`src/rtl/load_store_unit.sv`:
```
// Memory-access stage: one load or store per instruction over a valid/ready
// request bus with a separate single-cycle read response channel.
module load_store_unit #(
    parameter int unsigned TIMEOUT_CYCLES = 255
) (
    input  logic        clk,
    input  logic        rst_n,
    input  logic        mem_read,
    input  logic        mem_write,
    input  logic [2:0]  funct3,
    input  logic [31:0] alu_result,
    input  logic [31:0] RD2,
    output logic        stall,
    output logic [31:0] read_data,
    output logic        lsu_fault,
    output logic        bus_req_valid,
    input  logic        bus_req_ready,
    output logic        bus_we,
    output logic [31:0] bus_addr,
    output logic [3:0]  bus_be,
    output logic [31:0] bus_wdata,
    input  logic        bus_rsp_valid,
    input  logic [31:0] bus_rdata
);

    typedef enum logic [1:0] {IDLE, REQ, WAIT_RSP, DONE} state_t;

    localparam logic [15:0] TMO_LAST = 16'(TIMEOUT_CYCLES - 1);

    state_t      state;
    state_t      state_next;
    logic [15:0] tmo_cnt;
    logic [2:0]  f3_q;
    logic [1:0]  lane_q;

    logic        mem_op;
    logic        f3_legal;
    logic        reject;
    logic        tmo_expire;
    logic [3:0]  be_calc;
    logic [31:0] wdata_calc;
    logic [31:0] rdata_shift;
    logic [31:0] rdata_ext;

    assign mem_op        = mem_read | mem_write;
    assign stall         = rst_n & mem_op & (state != DONE);
    assign bus_req_valid = (state == REQ);
    assign tmo_expire    = (tmo_cnt == TMO_LAST);

    // Classify the incoming access and build its byte lanes
    always_comb begin
        f3_legal   = 1'b0;
        be_calc    = 4'b1111;
        wdata_calc = RD2;
        if (mem_write)
            f3_legal = (funct3 == 3'b000) || (funct3 == 3'b001) || (funct3 == 3'b010);
        else
            f3_legal = (funct3 == 3'b000) || (funct3 == 3'b001) || (funct3 == 3'b010) ||
                       (funct3 == 3'b100) || (funct3 == 3'b101);
        reject = (mem_read & mem_write) | ~f3_legal |
                 ((funct3[1:0] == 2'b01) & alu_result[0]) |
                 ((funct3[1:0] == 2'b10) & (alu_result[1:0] != 2'b00));
        case (funct3[1:0])
            2'b00: begin
                be_calc    = 4'b0001 << alu_result[1:0];
                wdata_calc = {4{RD2[7:0]}};
            end
            2'b01: begin
                be_calc    = 4'b0011 << alu_result[1:0];
                wdata_calc = {2{RD2[15:0]}};
            end
            default: begin
                be_calc    = 4'b1111;
                wdata_calc = RD2;
            end
        endcase
    end

    // Select the addressed lane of the response word and extend it
    always_comb begin
        rdata_shift = bus_rdata >> {lane_q, 3'b000};
        case (f3_q)
            3'b000:  rdata_ext = {{24{rdata_shift[7]}}, rdata_shift[7:0]};
            3'b001:  rdata_ext = {{16{rdata_shift[15]}}, rdata_shift[15:0]};
            3'b100:  rdata_ext = {24'd0, rdata_shift[7:0]};
            3'b101:  rdata_ext = {16'd0, rdata_shift[15:0]};
            default: rdata_ext = bus_rdata;
        endcase
    end

    // Next-state logic; completion is checked before the timeout so it wins on the limit cycle
    always_comb begin
        state_next = state;
        case (state)
            IDLE: begin
                if (mem_op)
                    state_next = reject ? DONE : REQ;
            end
            REQ: begin
                if (bus_req_ready)
                    state_next = bus_we ? DONE : WAIT_RSP;
                else if (tmo_expire)
                    state_next = DONE;
            end
            WAIT_RSP: begin
                if (bus_rsp_valid || tmo_expire)
                    state_next = DONE;
            end
            DONE:    state_next = IDLE;
            default: state_next = IDLE;
        endcase
    end

    // State register
    always_ff @(posedge clk or negedge rst_n) begin
        if (!rst_n)
            state <= IDLE;
        else
            state <= state_next;
    end

    // Request payload, timeout counter and result registers
    always_ff @(posedge clk or negedge rst_n) begin
        if (!rst_n) begin
            bus_we    <= 1'b0;
            bus_addr  <= '0;
            bus_be    <= '0;
            bus_wdata <= '0;
            f3_q      <= '0;
            lane_q    <= '0;
            tmo_cnt   <= '0;
            read_data <= '0;
            lsu_fault <= 1'b0;
        end else begin
            case (state)
                IDLE: begin
                    tmo_cnt <= '0;
                    if (mem_op) begin
                        if (reject) begin
                            lsu_fault <= 1'b1;
                            read_data <= '0;
                        end else begin
                            bus_we    <= mem_write;
                            bus_addr  <= {alu_result[31:2], 2'b00};
                            bus_be    <= be_calc;
                            bus_wdata <= wdata_calc;
                            f3_q      <= funct3;
                            lane_q    <= alu_result[1:0];
                        end
                    end
                end
                REQ: begin
                    tmo_cnt <= tmo_cnt + 16'd1;
                    if (!bus_req_ready && tmo_expire) begin
                        lsu_fault <= 1'b1;
                        read_data <= '0;
                    end
                end
                WAIT_RSP: begin
                    tmo_cnt <= tmo_cnt + 16'd1;
                    if (bus_rsp_valid)
                        read_data <= rdata_ext;
                    else if (tmo_expire) begin
                        lsu_fault <= 1'b1;
                        read_data <= '0;
                    end
                end
                DONE: begin
                    read_data <= '0;
                    lsu_fault <= 1'b0;
                end
                default: ;
            endcase
        end
    end

endmodule

```
`config.mk`:
```
export PLATFORM = sky130hd
export DESIGN_NAME = load_store_unit
export DESIGN_NICKNAME = d
export VERILOG_FILES = /design/src/rtl/load_store_unit.sv
export SDC_FILE = /design/constraint.sdc
export NUM_CORES = 1
export LEC_CHECK = 0
export BUFFER_PORTS_ARGS = -buffer_cell sky130_fd_sc_hd__clkbuf_2
export CAP_MARGIN = 20
export CORE_MARGIN = 5
export CORE_UTILIZATION = 45
export CTS_BUF_LIST = sky130_fd_sc_hd__clkbuf_16
export CTS_CLUSTER_DIAMETER = 200
export CTS_CLUSTER_SIZE = 16
export DETAILED_ROUTE_END_ITERATION = 8
export PLACE_DENSITY_LB_ADDON = 0.1
export REMOVE_ABC_BUFFERS = 1
export SLEW_MARGIN = 0
export SYNTH_ARGS = -nofsm -noshare
export SYNTH_HDL_FRONTEND = slang
export SYNTH_SLANG_ARGS = --single-unit
```
`constraint.sdc`:
```
create_clock -name clk -period 1.7 [get_ports clk]
set_input_delay 0.17 -clock clk [delete_from_list [all_inputs] [get_ports clk]]
set_output_delay 0.17 -clock clk [all_outputs]
set_load 0.05 [all_outputs]
```
==> results.toml <==
[place]
port_buffers = 206
dp_hpwl_um = 11900
globalplace.congestion = 0.809
placed_cells = 941
pre_cts_ws_ns = -0.264

[finish]
n_antenna_cell = 0
fin_cells = 1024
utilization_pct = 70.5
drive_gt1_share_pct = 43.5
area_growth_pct = 51.9
fin_nets = 954

[outcome]
outcome = "finished with violations"
violations = "setup timing"

[grt]
grtUsageTotal_pct = 22.2
grt_max_degree = 124
overflow = 0
antenna_found_initial = 0
grt_pass1_vias = 5679
grt_pass1_wl_um = 28100

[routing]
wire_per_inst_um = 17.3
wirelength_um = 17700
drt-pass1-iter-count = 5
detail-route-antenna-nets = 0
drt_iter0_drc = 340
via_count = 5397
avgViaCountPerCell = 5.27
drcViolationCount = 0

[floorplanning]
ios = 209
die_area_mm2 = 0.0155
fp.dieW_um = 125
start_util_pct = 46.4
die_y_um = 125
core_region_area_mm2 = 0.0127
num_rows = 41

[sta]
max_slew_margin_pct = 55.9
fin_ws_ns = -0.253
fin_crit_ns = 1.95
post-route-period-util_pct = 115
fmax_ghz = 0.512
maxSlewViolCount = 0
rsz0062_at_grt = "true"
tightest_slew_ns = 0.661
final.setup.tns_ns = -7.89
finClkSkew_ns = 0.00771
setup_viol = 41
hold_viol = 0

[setup_path]
setup.worst_path.class = "register to register"
path_buf_inv = 3
max_stage_delay_ns = 0.38
crit_arrival_ns = 2.30
slowest_stage = "dfrtp_1"
path_common_cell = "buf_4"
r2r_slack_ns = -0.25
critPathTopFamily = "simple AND/OR/NAND/NOR gates"
required_ns = 2.05
startpoint_type = "register"
end_kind = "register"
path_max_fanout = 5
crit_chain = "nor4bb_2, buf_4, nand4b_1, o21ai_2, buf_4, and4_4, clkbuf_16, a22o_1"

[synth]
synth.avg_cell_area_um2 = 10.9
synthArstFlopShare_pct = 100
synth_seq_cells = 123
syn_inst = 541
ys.warnings.count = 0
synth-edff-count = 0
ys.flop_type = "dfrtp_1"
synthesis.area_mm2 = 0.00591
synth.distinct_cells = 54
ys_seq_area_share_pct = 52.1

[pwr]
irDropWorstVdd_mv = 1.27
p_per_area_mw_per_mm2 = 2030
leakage_nw = 4.53

[cts]
cts_tree = "done"
cts_buffers = 17
ctsRootBufferMaster = "clkbuf_16"
clock-sinks = 123
h-tree-depth = 4
clockBufferDepth = 2
clk_latency_ns = 0.41
path_clk_slew_ns = 0.05

[run]
maxCapViolCount = 0

[worst_hold_path]
hold_class = "primary input to register"
report_power, final:
group | total [W] | internal (W) | switching (W)
Combinational | 0.00989 | 0.00315 | 0.00675
Clock | 0.00349 | 0.00224 | 0.00125
Sequential | 0.00481 | 0.00408 | 0.000729
routing by layer:
metal	global-route usage [%]	part of all wire, %
met4	9.09	2.4
met2	36.4	48
met3	8.62	8.8
met1	26.0	40
met5	0	0
repair_timing:
| action | in CTS | in global routing |
|---|---|---|
| setup endpoints to repair | 44 | 91 |
| hold buffers | 31 | 0 |
| buffers inserted | 3 | 14 |
| cloned | 1 | 5 |
| gates resized for setup | 19 | 48 |
| endpoints found under the hold margin | 153 | 0 |
| pin swaps | 5 | 10 |
kinds of logic after synthesis:
kind of cell	count (synthesis)	synth area share, %
other	1	0.0635
buffers and inverters	47	3.58
multiplexers	80	14.8
AO/OA/AOI/OAI	142	15.8
adder cells (fa/ha/maj)	7	1.48
XOR/XNOR	11	1.63
AND/OR/NAND/NOR	130	10.6
flip-flops	123	52.1
metrics by stage:
step	hold WS, ns	power, W	cell area [um^2]
CTS	0.00889	0.0176	8520
global route	0.0239	0.0191	8970
finish	0.0225	0.0182	8970
global placement	0.353	0.0137	7510
detailed placement	0.366	0.0139	7510
floorplan	-0.126	0.0110	5740
final timing paths:
kind                            endpoint  depth (start not counted)           from
max reg2reg                 read_data[6]                          8    tmo_cnt[14]
max in group asynchronous   bus_addr[15]                          3          rst_n
max                         read_data[6]                          8    tmo_cnt[14]
min                         bus_wdata[2]                          2         RD2[2]
min in group asynchronous     tmo_cnt[5]                          3          rst_n
min reg2reg                bus_wdata[29]                          2  bus_wdata[29]
state kept, by name (all words and copies together) (netlist names):
| name | count |
|---|---|
| lane_q | 2 |
| bus_wdata | 32 |
| f3_q | 3 |
| bus_we | 1 |
| bus_be | 4 |
| state | 2 |
| lsu_fault | 1 |
| tmo_cnt | 16 |
| bus_addr | 30 |
| read_data | 32 |
cells in the final DEF, fill, tap and decap left out, types with 3 or more instances in the layout:
cell,netlist,routed
a22o_1,14,14
xnor2_1,5,5
clkinv_2,0,5
buf_6,1,7
buf_4,3,59
buf_8,0,3
clkbuf_16,0,21
mux2_2,7,6
inv_1,10,9
clkbuf_2,0,204
o2bb2ai_1,22,8
and3_1,3,3
nor2_1,35,34
mux2_4,0,10
o2bb2ai_2,0,14
nand2_1,52,51
bufinv_16,0,3
ha_1,7,4
ha_4,0,3
a311oi_1,3,3
a221oi_1,3,3
nand3_1,10,8
mux2_1,40,31
dlygate4sd3_1,0,31
a22oi_1,5,4
buf_12,0,9
o21ai_0,44,43
or2_2,4,4
o31ai_1,3,3
xor2_1,6,6
mux2i_1,32,32
dfrtp_1,123,123
a21oi_1,38,38
final cells by class:
class	instances	area, um^2
clock buffers	17	425
flip-flops and latches	123	3080
repair buffers	318	2210
fillers	980	3750
inverters	10	37.5
multi-input cells	372	2870
clock inverters	12	134
well taps	172	215
worst reg2reg max path: stages, from the launching register on:
cell       delay [ns]
dfrtp_1          0.38
nor4bb_2         0.31
buf_4            0.16
nand4b_1         0.19
o21ai_2          0.20
buf_4            0.14
and4_4           0.26
clkbuf_16        0.15
a22o_1           0.11
cells in the mapped netlist, types with 4 or more instances:
library cell / number / share of area, %
a21oi_1: 38 / 3.2
a22o_1: 14 / 2.1
a22oi_1: 5 / 0.64
buf_2: 13 / 1.1
clkbuf_1: 19 / 1.2
dfrtp_1: 123 / 52
ha_1: 7 / 1.5
inv_1: 10 / 0.64
mux2_1: 40 / 7.6
mux2_2: 7 / 1.3
mux2i_1: 32 / 5.4
nand2_1: 52 / 3.3
nand3_1: 10 / 0.85
nor2_1: 35 / 2.2
nor3_1: 4 / 0.34
o21ai_0: 44 / 3.7
o2bb2ai_1: 22 / 3.3
or2_2: 4 / 0.42
xnor2_1: 5 / 0.74
xor2_1: 6 / 0.89
Power figures use the tool's default switching activity.
